<file path="src/rtl/dem_xuong_4bit.sv">
// Presettable modulo-MODULUS down counter: clamped load, cascade borrow, auto-reload or one-shot stop.
// q/done/busy update on the edge after a step; tc is combinational; no backpressure, en&bin gate stepping.
module dem_xuong_4bit #(
  parameter int WIDTH   = 4,
  parameter int MODULUS = 16
) (
  input  logic             clk,
  input  logic             rs,
  input  logic             en,
  input  logic             bin,
  input  logic             ld,
  input  logic [WIDTH-1:0] d,
  input  logic             auto_rl,
  output logic [WIDTH-1:0] q,
  output logic             tc,
  output logic             done,
  output logic             busy
);

  typedef enum logic {
    IDLE = 1'b0,
    RUN  = 1'b1
  } state_t;

  localparam int             WP1     = WIDTH + 1;
  localparam logic [WIDTH-1:0] TOP_VAL = WIDTH'(MODULUS - 1);
  localparam logic [WIDTH:0]   MOD_EXT = WP1'(MODULUS);
  localparam logic [WIDTH-1:0] ONE     = WIDTH'(1);

  state_t           state_q, state_d;
  logic [WIDTH-1:0] q_q, q_d;
  logic [WIDTH-1:0] rl_q, rl_d;
  logic             done_q, done_d;
  logic [WIDTH-1:0] dv;
  logic             step;
  logic             at_zero;

  // Out-of-range load values saturate so q can never leave 0..MODULUS-1.
  assign dv      = ({1'b0, d} < MOD_EXT) ? d : TOP_VAL;
  assign step    = (state_q == RUN) & en & bin & ~ld;
  assign at_zero = (q_q == '0);
  assign tc      = step & at_zero;

  always_comb begin
    state_d = state_q;
    q_d     = q_q;
    rl_d    = rl_q;
    done_d  = 1'b0;
    if (ld) begin
      q_d     = dv;
      rl_d    = dv;
      state_d = RUN;
    end else if (step) begin
      if (at_zero) begin
        done_d = 1'b1;
        if (auto_rl) begin
          q_d = rl_q;
        end else begin
          state_d = IDLE;
        end
      end else begin
        q_d = q_q - ONE;
      end
    end
  end

  always_ff @(posedge clk or negedge rs) begin
    if (!rs) begin
      state_q <= IDLE;
      q_q     <= '0;
      rl_q    <= TOP_VAL;
      done_q  <= 1'b0;
    end else begin
      state_q <= state_d;
      q_q     <= q_d;
      rl_q    <= rl_d;
      done_q  <= done_d;
    end
  end

  assign q    = q_q;
  assign done = done_q;
  assign busy = (state_q == RUN);

endmodule

</file>
<file path="config.mk">
export PLATFORM = sky130hd
export DESIGN_NAME = dem_xuong_4bit
export DESIGN_NICKNAME = d
export VERILOG_FILES = /design/src/rtl/dem_xuong_4bit.sv
export SDC_FILE = /design/constraint.sdc
export NUM_CORES = 1
export LEC_CHECK = 0
export BUFFER_PORTS_ARGS = -buffer_cell sky130_fd_sc_hd__buf_2
export CAP_MARGIN = 20
export CORE_UTILIZATION = 35
export CTS_CLUSTER_SIZE = 25
export DETAILED_ROUTE_END_ITERATION = 12
export GPL_ROUTABILITY_DRIVEN = 0
export PLACE_DENSITY = 0.63
export SYNTH_ARGS = -nofsm -noshare
export SYNTH_HDL_FRONTEND = slang
export SYNTH_SLANG_ARGS = --single-unit
</file>
<file path="constraint.sdc">
create_clock -name clk -period 2 [get_ports clk]
set_clock_uncertainty 0.2 [all_clocks]
set_input_delay 0.4 -clock clk [delete_from_list [all_inputs] [get_ports clk]]
set_output_delay 0.4 -clock clk [all_outputs]
set_load 0.005 [all_outputs]
</file>
# --- Word-level counts from Yosys, hierarchy flattened ---
# Cells that the tools add are included.
classes:
  n_addsub: 1
  eq_ne: 2
  n_mux: 11
  bitwise: 5
  n_reduce_logical: 5
ops:
  columns: ["cell", "n"]
  rows:
  - ["$mux W4", 4]
  - ["$mux W1", 7]
  - ["$and A1 B1 Y1", 4]
  - ["$logic_not A4 Y1", 1]
  - ["$reduce_bool A2 Y1", 2]
  - ["$sub A4 B1 Y4 const B", 1]
  - ["$ne A3 B3 Y1 const B", 1]
  - ["$reduce_and A3 Y1", 1]
  - ["$ne A2 B2 Y1 const B", 1]
  - ["$reduce_and A2 Y1", 1]
  - ["$not A1 Y1", 1]
totals:
  regBits: 10
  in_bits: 10
  output_inout_bits: 7
  wordCells: 28

# --- Depth between registers and ports, before layout ---
depth:
  depth_word: 5
  ltp_mapped: 6
  ltp_nobuf: 6

# --- Worst setup path after synthesis ---
# Ideal clock, no wire load.
synth_path:
  path_type: "register -> output"
  start: "register q_q[0] (netlist: q[0])"
  end: "output port tc"
  arrival_ps: 1162
  t_required_ps: 1400
  path_slack_ps: 238
  stages_incl_launch_ff: 5
  path_buffers: 0
  path_cell_list: "dfrtp_1 > inv_1 > ha_1 > nor3b_2 > and2_1"
synth_between:
  elab_chain_len: 2
synth_lines:
  columns: ["element", "line", "source"]
  rows:
  - ["start, declared", "31", "logic [WIDTH-1:0] q_q, q_d;"]
  - ["start signal, assigned", "75", "q_q <= q_d;"]
  - ["$logic_not A4 Y1", "41", "assign at_zero = (q_q == '0);"]
  - ["$and A1 B1 Y1", "42", "assign tc = step & at_zero;"]
  - ["end, declared", "15", "output logic tc,"]
# Every way passes these cells.

# --- Worst setup path in the final report ---
layout_path:
  start: "register q_q[1] (netlist: q[1])"
  end: "output port tc"
# Same word-level chain as after synthesis.

==> results.md <==
* Router iterations before antenna repair at 4
* FF+latch area at 256 sq um
* Combinational Power Share at 20.3%
* CTS tree: yes
* Clock transition at the registers of the reported paths at 0.07 ns
* Final Setup Violations at 0
* Post-synth net total at 68
* FF-to-FF Start: q[1]$_DFFE_PN0P_
* Relative max-transition margin at 80.5%
* Die Wd at 41.3 um
* IO buf count at 16
* Initial DRC Count at 9
* Int Pwr at 0.000393 W
* Fin. max-slew vios at 0
* Final net count at 93
* Switch share at 27.2%
* Initial Util at 39.6%
* Post-layout util at 53.8%
* Vias in the first global route at 426
* Placement Rows at 13
* CP required at 1.40 ns
* Post-Layout Cell Count at 96
* Most common cell after layout, fill and taps aside: buf_2
* Fill count at 144
* Worst Hold End: q[3]$_DFFE_PN0P_
* Htree depth at 1
* Routed vias/inst at 5.17
* CTS Buf Count at 3
* Final Hold Vio Count at 0
* First-pass GRT wire length at 1880 um
* Final wirelength at 1170 um
* Placed Instance Area at 643 sq um
* Clk buf depth at 2
* Setup CP Type: reg2out
* RSZ-0062 raised after global routing: yes
* Sw power at 0.000147 W
* Status: finished clean
* Root buffer cell: clkbuf_4
* Mapped Avg Cell Area at 9.48 sq um
* MaxCap Viol Count at 0
* Worst Hold Class: in2reg
* F_max at 516 MHz
* Ratio of cells with drive above 1 in the final layout at 45.7%
* Register area share after synthesis at 47.2%
* Tightest Pin Transition at 0.290 ns
* Largest net degree at the start of global routing at 13
* Core area at 1370 sq um
* Tcrit/Tclk final at 96.9%
* Synthesized flop and latch total at 10
* Worst flop-to-flop path endpoint: q[3]$_DFFE_PN0P_
* Peak supply drop at 411 uV
* Mapped cell area at 541 sq um
* DIE AREA at 1710 sq um
* Placed instance count at 88
* Most frequent cells in the layout: 16 x buf_2, 6 x inv_1, 5 x nand2_1, 5 x dfrtp_1
* Grt total ovfl at 0
* Static leakage at 0.339 nW
* Startpoint Class: flip-flop
* Die span in y at 41.3 um
* Cell count after synthesis at 57
* Tot GR Track Use at 18.4%
* Detailed Place HPWL at 839 um
* Routed Antenna Nets at 0
* Number of synthesis warnings at 0
* WL/cell at 12.2 um
* Seq pwr share at 45.8%
* CTS sink cnt at 10
* Area of the multi-input gates at 269 sq um
* Hold Crit Depth at 3
* WP data arrival at 1.34 ns
* Fin area at 734 sq um
* Initial antenna violation count at 0
* Yosys cell types at 27
* Critical-path maximum fanout at 5
* Via count at 496
* Clock Latency Late Sink at 0.27 ns
* Min-delay src: d[3]
* P&R area growth vs syn at 35.9%
* Flop-to-flop setup slack at 0.17 ns
* I/O pins at 17
* Critical Path End Type: output port
* Inserted Diodes at 0
* Number of remaining DRC errors at 0
* Clock network fraction of total power at 33.9%
* R2r worst-path depth at 7
* PD cells at 735 nW/um^2
* Final min period at 1.94 ns
-- sequential cells by signal (all words and copies together), names as in the netlist --
| register | cells |
|---|---|
| q | 4 |
| rl_q | 4 |
| busy | 1 |
| done | 1 |
-- logic make-up (layout without fill, tap and decap cells) --
group / count (synthesis) / after routing / share of synthesized area [%]
compound gates: 15 / 15 / 18.1
fa+ha+maj: 1 / 1 / 2.31
buf+inv: 10 / 34 / 6.94
flops: 10 / 10 / 47.2
mux: 3 / 3 / 5.79
simple gates: 18 / 18 / 19.7
-- final cells by class --
| type | instances | share of cell area (%) |
|---|---|---|
| Multi-Input combinational cell | 37 | 36.6 |
| Sequential cell | 10 | 34.9 |
| Timing Repair Buffer | 21 | 16.4 |
| Clock buffer | 4 | 4.94 |
| Inverter | 9 | 4.60 |
| Tap cell | 15 | 2.56 |
-- cell usage after synthesis --
master | number | area, sq um
or4_1 | 1 | 7.51
o21ai_0 | 4 | 20.0
nand2_1 | 5 | 18.8
a21o_1 | 1 | 7.51
o311ai_1 | 1 | 8.76
ha_1 | 1 | 12.5
nor4_1 | 1 | 6.26
nand3_1 | 3 | 15.0
nor3_1 | 1 | 5.00
inv_1 | 8 | 30.0
or2_1 | 1 | 6.26
nor2_1 | 2 | 7.51
dfstp_2 | 4 | 105
nor3b_2 | 1 | 12.5
mux2_2 | 1 | 11.3
a21oi_1 | 3 | 15.0
and2_1 | 2 | 12.5
o221ai_1 | 1 | 8.76
inv_2 | 1 | 3.75
o211ai_1 | 1 | 7.51
nor4b_2 | 1 | 15.0
clkbuf_1 | 1 | 3.75
o22ai_1 | 1 | 6.26
mux2i_1 | 2 | 20.0
a211o_1 | 2 | 17.5
a31oi_1 | 1 | 6.26
dfrtp_1 | 6 | 150
-- routing by layer --
metal | global-route usage, % | up-vias | wire length (um)
li1 | - | 248 | -
met5 | 0 | - | 0
met3 | 9.57 | 2 | 84
met2 | 26.2 | 17 | 516
met1 | 23.6 | 229 | 563
met4 | 7.26 | 0 | 8
-- critical path: stages, from the launching register on --
cell and delay [ns]:
dfrtp_1 0.41, inv_2 0.09, ha_4 0.15, nor3b_4 0.18
and2_1 0.14, buf_2 0.10
-- power by group through the flow --
stage,logic [W],clock network (W),registers (W)
global route,0.000124,0.000201,0.000251
global placement,0.0000872,0,0.000249
floorplan,0.0000505,0,0.000247
detailed placement,0.0000868,0,0.000250
CTS,0.0000949,0.000192,0.000247
finish,0.000109,0.000183,0.000247
-- stage by stage --
step | setup TNS, ns | total power [W] | setup WS, ns | hold WS (ns)
after detailed placement | 0 | 0.000337 | 0.138 | 0.0744
after global placement | 0 | 0.000336 | 0.180 | 0.0769
after floorplan | 0 | 0.000297 | 0.238 | -0.0956
after CTS | 0 | 0.000533 | 0.00298 | 0.153
final | 0 | 0.000540 | 0.0628 | 0.158
after global routing | -0.00909 | 0.000575 | -0.00909 | 0.158
-- worst max path at each step --
| stage | start | endpoint | slack, ns |
|---|---|---|---|
| 5_1_grt | q[1]$_DFFE_PN0P_ | tc | -0.009 |
| 3_3_place_gp | q[0]$_DFFE_PN0P_ | q[3]$_DFFE_PN0P_ | 0.18 |
| 3_5_place_dp | q[0]$_DFFE_PN0P_ | q[3]$_DFFE_PN0P_ | 0.14 |
| 4_1_cts | q[0]$_DFFE_PN0P_ | tc | 0.003 |
| 2_1_floorplan | q[0]$_DFFE_PN0P_ | tc | 0.24 |
| 6_report | q[1]$_DFFE_PN0P_ | tc | 0.06 |
-- what timing repair did --
| item | in CTS | in global routing |
|---|---|---|
| endpoints found under the setup margin | 1 | 1 |
| pin swaps | 0 | 2 |
| gates resized for setup | 3 | 4 |
| endpoints found under the hold margin | 6 | 0 |
| hold buffers | 1 | 0 |
| buffers inserted | 0 | 3 |
Note: power is estimated with default switching activity, not from simulation.
